===== src/rtl/mlp_pkg.sv =====
// Shared types and helpers for the fully-connected layer engine.
package mlp_pkg;

  typedef enum logic [1:0] {IDLE, MAC, DRAIN, ACT} state_t;

  // Width for an index over n items; never collapses to zero bits.
  function automatic int cw(input int n);
    return (n > 1) ? $clog2(n) : 1;
  endfunction

  // Clamp to a signed dw-bit range, then optionally zero negatives.
  function automatic logic signed [63:0] sat_relu(input logic signed [63:0] y,
                                                  input int dw, input bit relu);
    logic signed [63:0] hi, lo;
    hi = (64'sd1 <<< (dw - 1)) - 64'sd1;
    lo = -(64'sd1 <<< (dw - 1));
    if (y > hi) return hi;
    if (y < lo) return relu ? '0 : lo;
    if (relu && y[63]) return '0;
    return y;
  endfunction

endpackage


===== src/rtl/mac_lane.sv =====
// One neuron: bias-seeded accumulator plus shift/saturate/ReLU post-processing.
module mac_lane
  import mlp_pkg::*;
#(
  parameter int DATA_W = 8,
  parameter int FRAC   = 7,
  parameter int ACC_W  = 24,
  parameter bit RELU   = 1'b1
) (
  input  logic                     clk,
  input  logic                     rst,
  input  logic                     init,
  input  logic                     en,
  input  logic signed [DATA_W-1:0] bias,
  input  logic signed [DATA_W-1:0] x,
  input  logic signed [DATA_W-1:0] w,
  output logic        [DATA_W-1:0] result
);

  logic signed [ACC_W-1:0]    acc;
  logic signed [2*DATA_W-1:0] prod;

  assign prod = (2*DATA_W)'(x) * (2*DATA_W)'(w);

  always_ff @(posedge clk or negedge rst)
    if (!rst)      acc <= '0;
    else if (init) acc <= ACC_W'(bias) <<< FRAC;
    else if (en)   acc <= acc + ACC_W'(prod);

  // Arithmetic shift floors toward -inf; saturation works on a wide copy.
  assign result = DATA_W'(sat_relu(64'(acc >>> FRAC), DATA_W, RELU));

endmodule


===== src/rtl/mlp_layer_engine.sv =====
// Time-multiplexed FC layer: N_NEU MAC lanes stepped over N_IN inputs, then
// post-processed and reduced to a registered argmax.
module mlp_layer_engine
  import mlp_pkg::*;
#(
  parameter int DATA_W = 8,
  parameter int FRAC   = 7,
  parameter int N_IN   = 62,
  parameter int N_NEU  = 10,
  parameter int ACC_W  = 24,
  parameter bit RELU   = 1'b1,
  localparam int A_W   = cw(N_IN),
  localparam int M_W   = cw(N_NEU)
) (
  input  logic                      clk,
  input  logic                      rst,
  input  logic                      start,
  output logic                      busy,
  output logic                      done,
  output logic [A_W-1:0]            in_addr,
  input  logic signed [DATA_W-1:0]  in_data,
  output logic [A_W-1:0]            w_addr,
  input  logic [N_NEU*DATA_W-1:0]   w_data,
  input  logic [N_NEU*DATA_W-1:0]   b_data,
  output logic [N_NEU*DATA_W-1:0]   out_vec,
  output logic [M_W-1:0]            argmax
);

  if (ACC_W < 2*DATA_W + $clog2(N_IN+1) + 1) begin : g_acc_chk
    $error("ACC_W too narrow: accumulator could wrap over N_IN products");
  end
  if (ACC_W > 64) begin : g_acc_max
    $error("ACC_W above 64 is not supported by the post-processing path");
  end

  state_t                         state, state_nx;
  logic [A_W-1:0]                 k;
  logic                           en;
  logic                           init;
  logic [N_NEU-1:0][DATA_W-1:0]   res;
  logic [M_W-1:0]                 am_nx;

  always_ff @(posedge clk or negedge rst)
    if (!rst) state <= IDLE;
    else      state <= state_nx;

  always_comb begin
    state_nx = state;
    case (state)
      IDLE:    if (start) state_nx = MAC;
      MAC:     if (k == A_W'(N_IN-1)) state_nx = DRAIN;
      DRAIN:   state_nx = ACT;
      ACT:     state_nx = IDLE;
      default: state_nx = IDLE;
    endcase
  end

  assign init    = (state == IDLE) && start;
  assign busy    = (state != IDLE);
  assign in_addr = (state == MAC) ? k : '0;
  assign w_addr  = in_addr;

  // Memory data arrives one cycle after its address, so the lanes accumulate
  // one cycle behind MAC; that lag is what DRAIN covers.
  always_ff @(posedge clk or negedge rst)
    if (!rst) begin
      k       <= '0;
      en      <= 1'b0;
      done    <= 1'b0;
      out_vec <= '0;
      argmax  <= '0;
    end else begin
      k    <= (state == MAC && state_nx == MAC) ? k + A_W'(1) : '0;
      en   <= (state == MAC);
      done <= (state == ACT);
      if (state == ACT) begin
        out_vec <= res;
        argmax  <= am_nx;
      end
    end

  for (genvar n = 0; n < N_NEU; n++) begin : g_lane
    mac_lane #(
      .DATA_W (DATA_W),
      .FRAC   (FRAC),
      .ACC_W  (ACC_W),
      .RELU   (RELU)
    ) u_lane (
      .clk    (clk),
      .rst    (rst),
      .init   (init),
      .en     (en),
      .bias   (b_data[n*DATA_W +: DATA_W]),
      .x      (in_data),
      .w      (w_data[n*DATA_W +: DATA_W]),
      .result (res[n])
    );
  end

  // Strict compare keeps the lowest index on ties.
  always_comb begin
    am_nx = '0;
    for (int n = 1; n < N_NEU; n++)
      if ($signed(res[n]) > $signed(res[am_nx])) am_nx = M_W'(n);
  end

endmodule


===== config.mk =====
export PLATFORM = sky130hd
export DESIGN_NAME = mlp_layer_engine
export DESIGN_NICKNAME = d
export VERILOG_FILES = /design/src/rtl/mlp_pkg.sv /design/src/rtl/mac_lane.sv /design/src/rtl/mlp_layer_engine.sv
export SDC_FILE = /design/constraint.sdc
export NUM_CORES = 2
export LEC_CHECK = 0
export ABC_AREA = 1
export CAP_MARGIN = 20
export CORE_AREA = 2 2 334 336
export CTS_CLUSTER_SIZE = 12
export DETAILED_ROUTE_END_ITERATION = 8
export DIE_AREA = 0 0 336 338
export PLACE_DENSITY_LB_ADDON = 0.08
export SLEW_MARGIN = 10
export SYNTH_ARGS = -nofsm -noshare
export SYNTH_HDL_FRONTEND = slang
export SYNTH_SLANG_ARGS = --single-unit

===== constraint.sdc =====
create_clock -name clk -period 34 [get_ports clk]
set_input_delay 5.1 -clock clk [delete_from_list [all_inputs] [get_ports clk]]
set_output_delay 5.1 -clock clk [all_outputs]
set_load 0.05 [all_outputs]

=== After elaboration in Yosys (flattened, before gate mapping) ===
Index checks and enable logic that the tools add are counted.

* $add $sub $neg: 11
* Multiply operators: 10
* Div/mod/pow operators: 0
* Magnitude comparators: 37
* Equal/unequal tests: 5
* Shift operators: 0
* Muxes and demuxes: 170
* Bitwise operators: 0
* Reduce and logical (&&, ||, !) cells: 5

{| class="wikitable"
|+ Operators with widths
! kind !! count
|-
| $mux 8 || 68
|-
| $mux 24 || 20
|-
| $bmux 8 s4 || 8
|-
| $add 24x16->24 || 10
|-
| $gt 17x8->1 const B || 10
|-
| $lt 17x8->1 const B || 10
|-
| $mul 8x8->16 || 10
|-
| $gt 8x8->1 || 9
|-
| $mux 1 || 61
|-
| $lt 4x5->1 const B || 6
|-
| $mux 4 || 6
|-
| $mux 6 || 2
|-
| $mux 2 || 4
|-
| $pmux 2 s4 || 1
|-
| $add 6x1->6 const B || 1
|-
| $eq 6x6->1 const B || 1
|-
| $lt 1x5->1 const B || 1
|-
| $lt 2x5->1 const B || 1
|-
| $eq 2x1->1 const B || 2
|-
| $eq 2x2->1 const B || 2
|-
| $reduce_bool 2->1 || 2
|-
| $logic_and 1x1->1 || 2
|-
| $logic_not 2->1 || 1
|}

* Register bits: 334
* Bits in latches: 0
* RAM bits: 0
* ROM bits: 0
* Bits of input ports: 171
* Output and inout port bits: 98
* Memories kept: 0

=== Longest topological paths before layout ===
* Word-level depth: 42
* Gate-level depth with buffers: 131
* Mapped depth without buffers: 124

=== Modules after synthesis ===
From an unflattened synthesis, not the netlist that was laid out.

* Cell total of the unflattened synthesis: 8257
* Area total of the unflattened synthesis: 64389.3 um^2

{| class="wikitable"
|+ Modules (own cells, without submodules)
! module !! instances !! cells an instance !! area each (um^2) !! seq. area each (um^2)
|-
| mac_lane at g_lane[0].u_lane ... || 4 || 691 || 5611.6 || 600.6
|-
| mac_lane at g_lane[8].u_lane ... || 2 || 743 || 5740.5 || 600.6
|-
| mlp_layer_engine || 1 || 1130 || 7827.5 || 2352.3
|-
| mac_lane at g_lane[1].u_lane || 1 || 723 || 5695.5 || 600.6
|-
| mac_lane at g_lane[5].u_lane || 1 || 718 || 5651.7 || 600.6
|-
| mac_lane at g_lane[6].u_lane || 1 || 718 || 5647.9 || 600.6
|-
| mac_lane at g_lane[7].u_lane || 1 || 718 || 5639.2 || 600.6
|}

=== Worst setup path before layout ===
No wires, ideal clock.

* Kind: register -> register
* Start: register g_lane[1].u_lane.acc[16]
* End: register argmax[3]
* Arrival: 14.809 ns
* Data required time: 33.868 ns
* Setup slack: 19.058 ns
* Cell stages (with the launch flop): 117
* Path buffers: 9
* Clock period less this slack: 14.942 ns
* Cells stage by stage: dfrtp_1 nor4_1 nand4_1 o21ai_0 inv_1 ha_1 nand2_1 inv_1 nand2_1 nand2_1 nand2_1 nand3_1 nand2_1 nor2_4 inv_1 clkbuf_1 nand2_1 o21a_1 [81 not listed] o21ai_0 nand2_1 clkbuf_1 inv_1 nor2_1 nand2_1 nand3_1 ha_1 nand2_1 inv_1 a221oi_1 o221ai_1 nand2_1 o21ai_0 o21ai_0 nand2_1 inv_1 a21oi_1

* Cells in the longest elaborated chain, start to end: 40
* Elaborated cells between the ends (all ways): 44

{| class="wikitable"
|+ RTL lines
! item !! RTL line !! text
|-
| start, declared || mac_lane.sv:20 || <nowiki>logic signed [ACC_W-1:0] acc;</nowiki>
|-
| start signal, assigned || mac_lane.sv:27 || <nowiki>else if (init) acc <= ACC_W'(bias) <<< FRAC;</nowiki>
|-
| start signal, assigned || mac_lane.sv:28 || <nowiki>else if (en) acc <= acc + ACC_W'(prod);</nowiki>
|-
| $lt 17x8->1 || mlp_pkg.sv:18 || <nowiki>if (y < lo) return relu ? '0 : lo;</nowiki>
|-
| $mux 8 || mlp_pkg.sv:18 ||
|-
| $mux 8 || mlp_pkg.sv:19 || <nowiki>if (relu && y[63]) return '0;</nowiki>
|-
| $mux 8 || mlp_pkg.sv:20 || <nowiki>return y;</nowiki>
|-
| $mux 8 || mlp_pkg.sv:19 ||
|-
| $mux 8 (*) || mlp_pkg.sv:18 ||
|-
| net g_lane[1].u_lane.result[3] || mac_lane.sv:17 || <nowiki>output logic [DATA_W-1:0] result</nowiki>
|-
| $gt 8x8->1 || mlp_layer_engine.sv:104 || <nowiki>if ($signed(res[n]) > $signed(res[am_nx])) am_nx = M_W'(n);</nowiki>
|-
| [25 not listed] || - ||
|-
| $bmux 8 s4 || mlp_layer_engine.sv:104 ||
|-
| $mux 8 (not written as such) || mlp_layer_engine.sv:104 ||
|-
| $gt 8x8->1 || mlp_layer_engine.sv:104 ||
|-
| $mux 4 || mlp_layer_engine.sv:104 ||
|-
| $bmux 8 s4 || mlp_layer_engine.sv:104 ||
|-
| $mux 8 (not written as such) || mlp_layer_engine.sv:104 ||
|-
| $gt 8x8->1 || mlp_layer_engine.sv:104 ||
|-
| $mux 4 (*) || mlp_layer_engine.sv:104 ||
|-
| end signal, assigned || mlp_layer_engine.sv:78 || <nowiki>argmax <= am_nx;</nowiki>
|-
| end, declared || mlp_layer_engine.sv:26 || <nowiki>output logic [M_W-1:0] argmax</nowiki>
|}

The timed path passes the listed nets; every way through them passes the cells marked *. The select of a mux whose other input is x is not followed.
A chain may end at the register's enable or synchronous reset.

=== Worst setup path after layout ===
* Start: register g_lane[0].u_lane.acc[17]
* End: register argmax[3]

* Cells in the longest elaborated chain, start to end: 40
* Elaborated cells between the ends (all ways): 44

{| class="wikitable"
|+ RTL lines
! item !! RTL line
|-
| start, declared || mac_lane.sv:20
|-
| start signal, assigned || mac_lane.sv:27
|-
| start signal, assigned || mac_lane.sv:28
|-
| $lt 17x8->1 || mlp_pkg.sv:18
|-
| $mux 8 || mlp_pkg.sv:18
|-
| $mux 8 || mlp_pkg.sv:19
|-
| $mux 8 || mlp_pkg.sv:20
|-
| $mux 8 || mlp_pkg.sv:19
|-
| $mux 8 (*) || mlp_pkg.sv:18
|-
| $gt 8x8->1 || mlp_layer_engine.sv:104
|-
| $mux 1 || mlp_layer_engine.sv:104
|-
| [24 not listed] || -
|-
| $bmux 8 s4 || mlp_layer_engine.sv:104
|-
| $mux 8 (not written as such) || mlp_layer_engine.sv:104
|-
| $gt 8x8->1 || mlp_layer_engine.sv:104
|-
| $mux 4 || mlp_layer_engine.sv:104
|-
| $bmux 8 s4 || mlp_layer_engine.sv:104
|-
| $mux 8 (not written as such) || mlp_layer_engine.sv:104
|-
| $gt 8x8->1 || mlp_layer_engine.sv:104
|-
| $mux 4 (*) || mlp_layer_engine.sv:104
|}

Every way passes the cells marked *; elsewhere a longest branch is shown, timed or not. The select of a mux whose other input is x is not followed.

==> out/qor.csv <==
stage;metric;value;unit
worst_setup_path;Worst Path Max Fanout;22;
global_routing;antenna violations before repair;21;
status;status;completed;
yosys;cell taking the most area after synthesis;fa_1;
drt;drt drc;0;
cts;CTS tree;done;
final_layout;fin cells;9051;
sta;worst setup margin;13730;ps
cts;clk_lat worst skew;670;ps
yosys;post-synthesis async set-or-reset flop share;100;%
worst_setup_path;Worst EP required;34490;ps
cts;H-tree depth;2;
drt;TritonRoute pass-1 iters;6;
cts;Hold-fix buffers, CTS;0;
drt;Via density;5.41;
placement;placed instance count;8957;
die;total core area;110000;µm²
yosys;Yosys reg bits;334;
sta;RSZ-0062 raised after global routing;false;
global_routing;largest net degree at the start of global routing;138;
yosys;synth cell count leaders;inv_1, nand2_1, fa_1, ha_1, o21ai_0;
worst_setup_path;Critical-path top delay cell;o21ai_0;
yosys;Synth Flop Type;dfrtp_1;
sta;Fin Setup TNS;0;ps
yosys;Unique masters post-synth;50;
worst_setup_path;CP Data Arrival Time;20760;ps
yosys;most common cell in the netlist;inv_1;
yosys;Yosys warnings;0;
yosys;Mapped Cells;7384;
drt;wire per inst;20.5;µm
final_layout;Layout area overhead;9.38;%
yosys;number of flops mapped to enable cells by yosys;0;
worst_setup_path;Critical Path Sink Type;flip-flop;
sta;final worst-path cycle share;59.6;%
sta;slew margin rel.;20.9;%
global_routing;Overall Global Routing Usage;33.8;%
die;Cell Rows;122;
run;max-cap viol count;0;
drt;DRT iter0 DRCs;3706;
die;IO Pins;269;
die;total die area;114000;µm²
sta;Final Hold Viols;0;
yosys;Mapped Area;61000;µm²
sta;Final Max Tran Viols;0;
yosys;Synth area leaders;fa_1, dfrtp_1, ha_1;
placement;HPWL Detailed;148000;µm
die;initial core utilization;55.5;%
final_layout;Layout fillers;9959;
drt;count of antenna-violating nets left after detailed routing;0;
worst_setup_path;Top Family by Delay on Critical Path;simple AND/OR/NAND/NOR gates;
worst_setup_path;CP Launch Type;flip-flop;
yosys;post-synth top area share;34.1;%
cts;Longest Clk Path Bufs;3;
cts;post_cts resized;0;
cts;Clock transition at path regs;60;ps
worst_setup_path;Crit path top cell by count;nand2_1;
final_layout;share of layout cells above drive strength 1;2.88;%
worst_setup_path;Largest stage delay, worst path;870;ps
drt;vias;48922;
global_routing;grt ovf;0;
sta;Worst Max-Slew Pin Slew;1180;ps
die;Die Y;338;µm
cts;Post-CTS Setup Bufs;0;
cts;root buffer selected by CTS;clkbuf_16;
worst_setup_path;critical path class;reg2reg;
min_path;HP Class;reg2reg;
final_layout;Net count, final;9345;
sta;Final Critical Period;20270;ps
global_routing;vias in the first global route;50633;
sta;fmax;0.0493;GHz
sta;setup violators final;0;
global_routing;first-pass GRT wire length;293000;µm
placement;GP Congestion;0.989;
placement;IO buf count;268;
die;Die Width;336;µm
placement;pre-CTS WS;14360;ps
yosys;syn avg cell area;8.27;µm²
yosys;Seq/Total Area, Yosys;13.7;%
worst_setup_path;Worst Path Buf+Inv;14;
cts;TritonCTS Buffers;48;
cts;# clock sinks;334;
drt;final wirelength;185000;µm
sta;Final Skew;39.2;ps
## state kept, by name, indices dropped and copies added, names as in the netlist
signal,cells
done,1
state,2
k,6
out_vec,80
en,1
g_lane.u_lane.acc,240
argmax,4
## cells in the final DEF (no fill, tap or decap), types with 19 or more instances in the layout
cell type           n
o22ai_1            30
o21ai_0           410
ha_1              614
or2_2              29
o221ai_1           19
nor3_1             36
nor4_1             28
nand3_1           164
a21o_1             44
nand2_1          1271
o211ai_1           35
a21oi_1           328
fa_1             1040
nand4_1            54
clkbuf_16          49
clkdlybuf4s50_1   259
nor2_1            257
a31oi_1            33
dfrtp_1           334
a22oi_1           126
o21ai_1            31
inv_1            1955
xnor2_1            92
xor2_1             65
buf_4              76
## final cells by class
| cell class | instances | area, µm² | share of cell area, % |
|---|---|---|---|
| Antenna cell | 6 | 15.0 | 0.0225 |
| Sequential cell | 334 | 8360 | 12.5 |
| Clock buffer | 59 | 1300 | 1.95 |
| Timing Repair Buffer | 340 | 3260 | 4.88 |
| Multi-Input combinational cell | 4825 | 44200 | 66.2 |
| Tap cell | 1488 | 1860 | 2.79 |
| Clock inverter | 28 | 372 | 0.557 |
| Inverter | 1971 | 7410 | 11.1 |
## path summary, 6_finish.rpt
kind,endpoint,startpoint,slack (ps),cells after the start
hold reg to reg,g_lane[2].u_lane.acc[5]$_DFFE_PN0P_,g_lane[2].u_lane.acc[5]$_DFFE_PN0P_,480,2
min in group asynchronous,g_lane[1].u_lane.acc[20]$_DFFE_PN0P_,rst,4460,1
max in group asynchronous,g_lane[8].u_lane.acc[15]$_DFFE_PN0P_,rst,27960,2
hold / removal,g_lane[2].u_lane.acc[5]$_DFFE_PN0P_,g_lane[2].u_lane.acc[5]$_DFFE_PN0P_,480,2
setup / recovery,argmax[3]$_DFFE_PN0P_,g_lane[0].u_lane.acc[17]$_DFFE_PN0P_,13730,111
setup reg to reg,argmax[3]$_DFFE_PN0P_,g_lane[0].u_lane.acc[17]$_DFFE_PN0P_,13730,111
## worst reg2reg max path, delay by kind of cell, from the launching register on
family          cells  cell delay (ps)
flops               1              380
fa+ha+maj           9             2880
compound gates     34             5550
buf+inv            14             2480
simple gates       54             8840
## cells by family (layout without fill, tap and decap cells)
family / Yosys count / in the layout / share of synthesized area, %
AO/OA/AOI/OAI: 1135 / 1135 / 10.8
XOR/XNOR: 157 / 157 / 2.25
adder cells (fa/ha/maj): 1654 / 1654 / 46.7
buffers and inverters: 2241 / 2398 / 14.1
flip-flops: 334 / 334 / 13.7
other: 2 / 24 / 0.0123
AND/OR/NAND/NOR: 1861 / 1861 / 12.5
## stage by stage
step                      hold WS [ps]  utilization [%]  instance area [µm²]
after floorplan                    440                -                61100
after global placement             458             59.1                65000
after detailed placement           467             59.1                65100
after CTS                          479             60.6                66700
after global routing               490             60.7                66800
final                              479             60.7                66800
## metal layers
metal	vias up	global-route usage [%]	wire length (µm)
met1	24291	48.2	82600
met4	22	11.5	6720
met5	-	0	145
met3	301	6.25	14000
met2	1518	52.3	81700
li1	22790	-	-
Power is not shown: default switching activity piles up to over one toggle a cycle in this logic, so the estimate is an artifact.
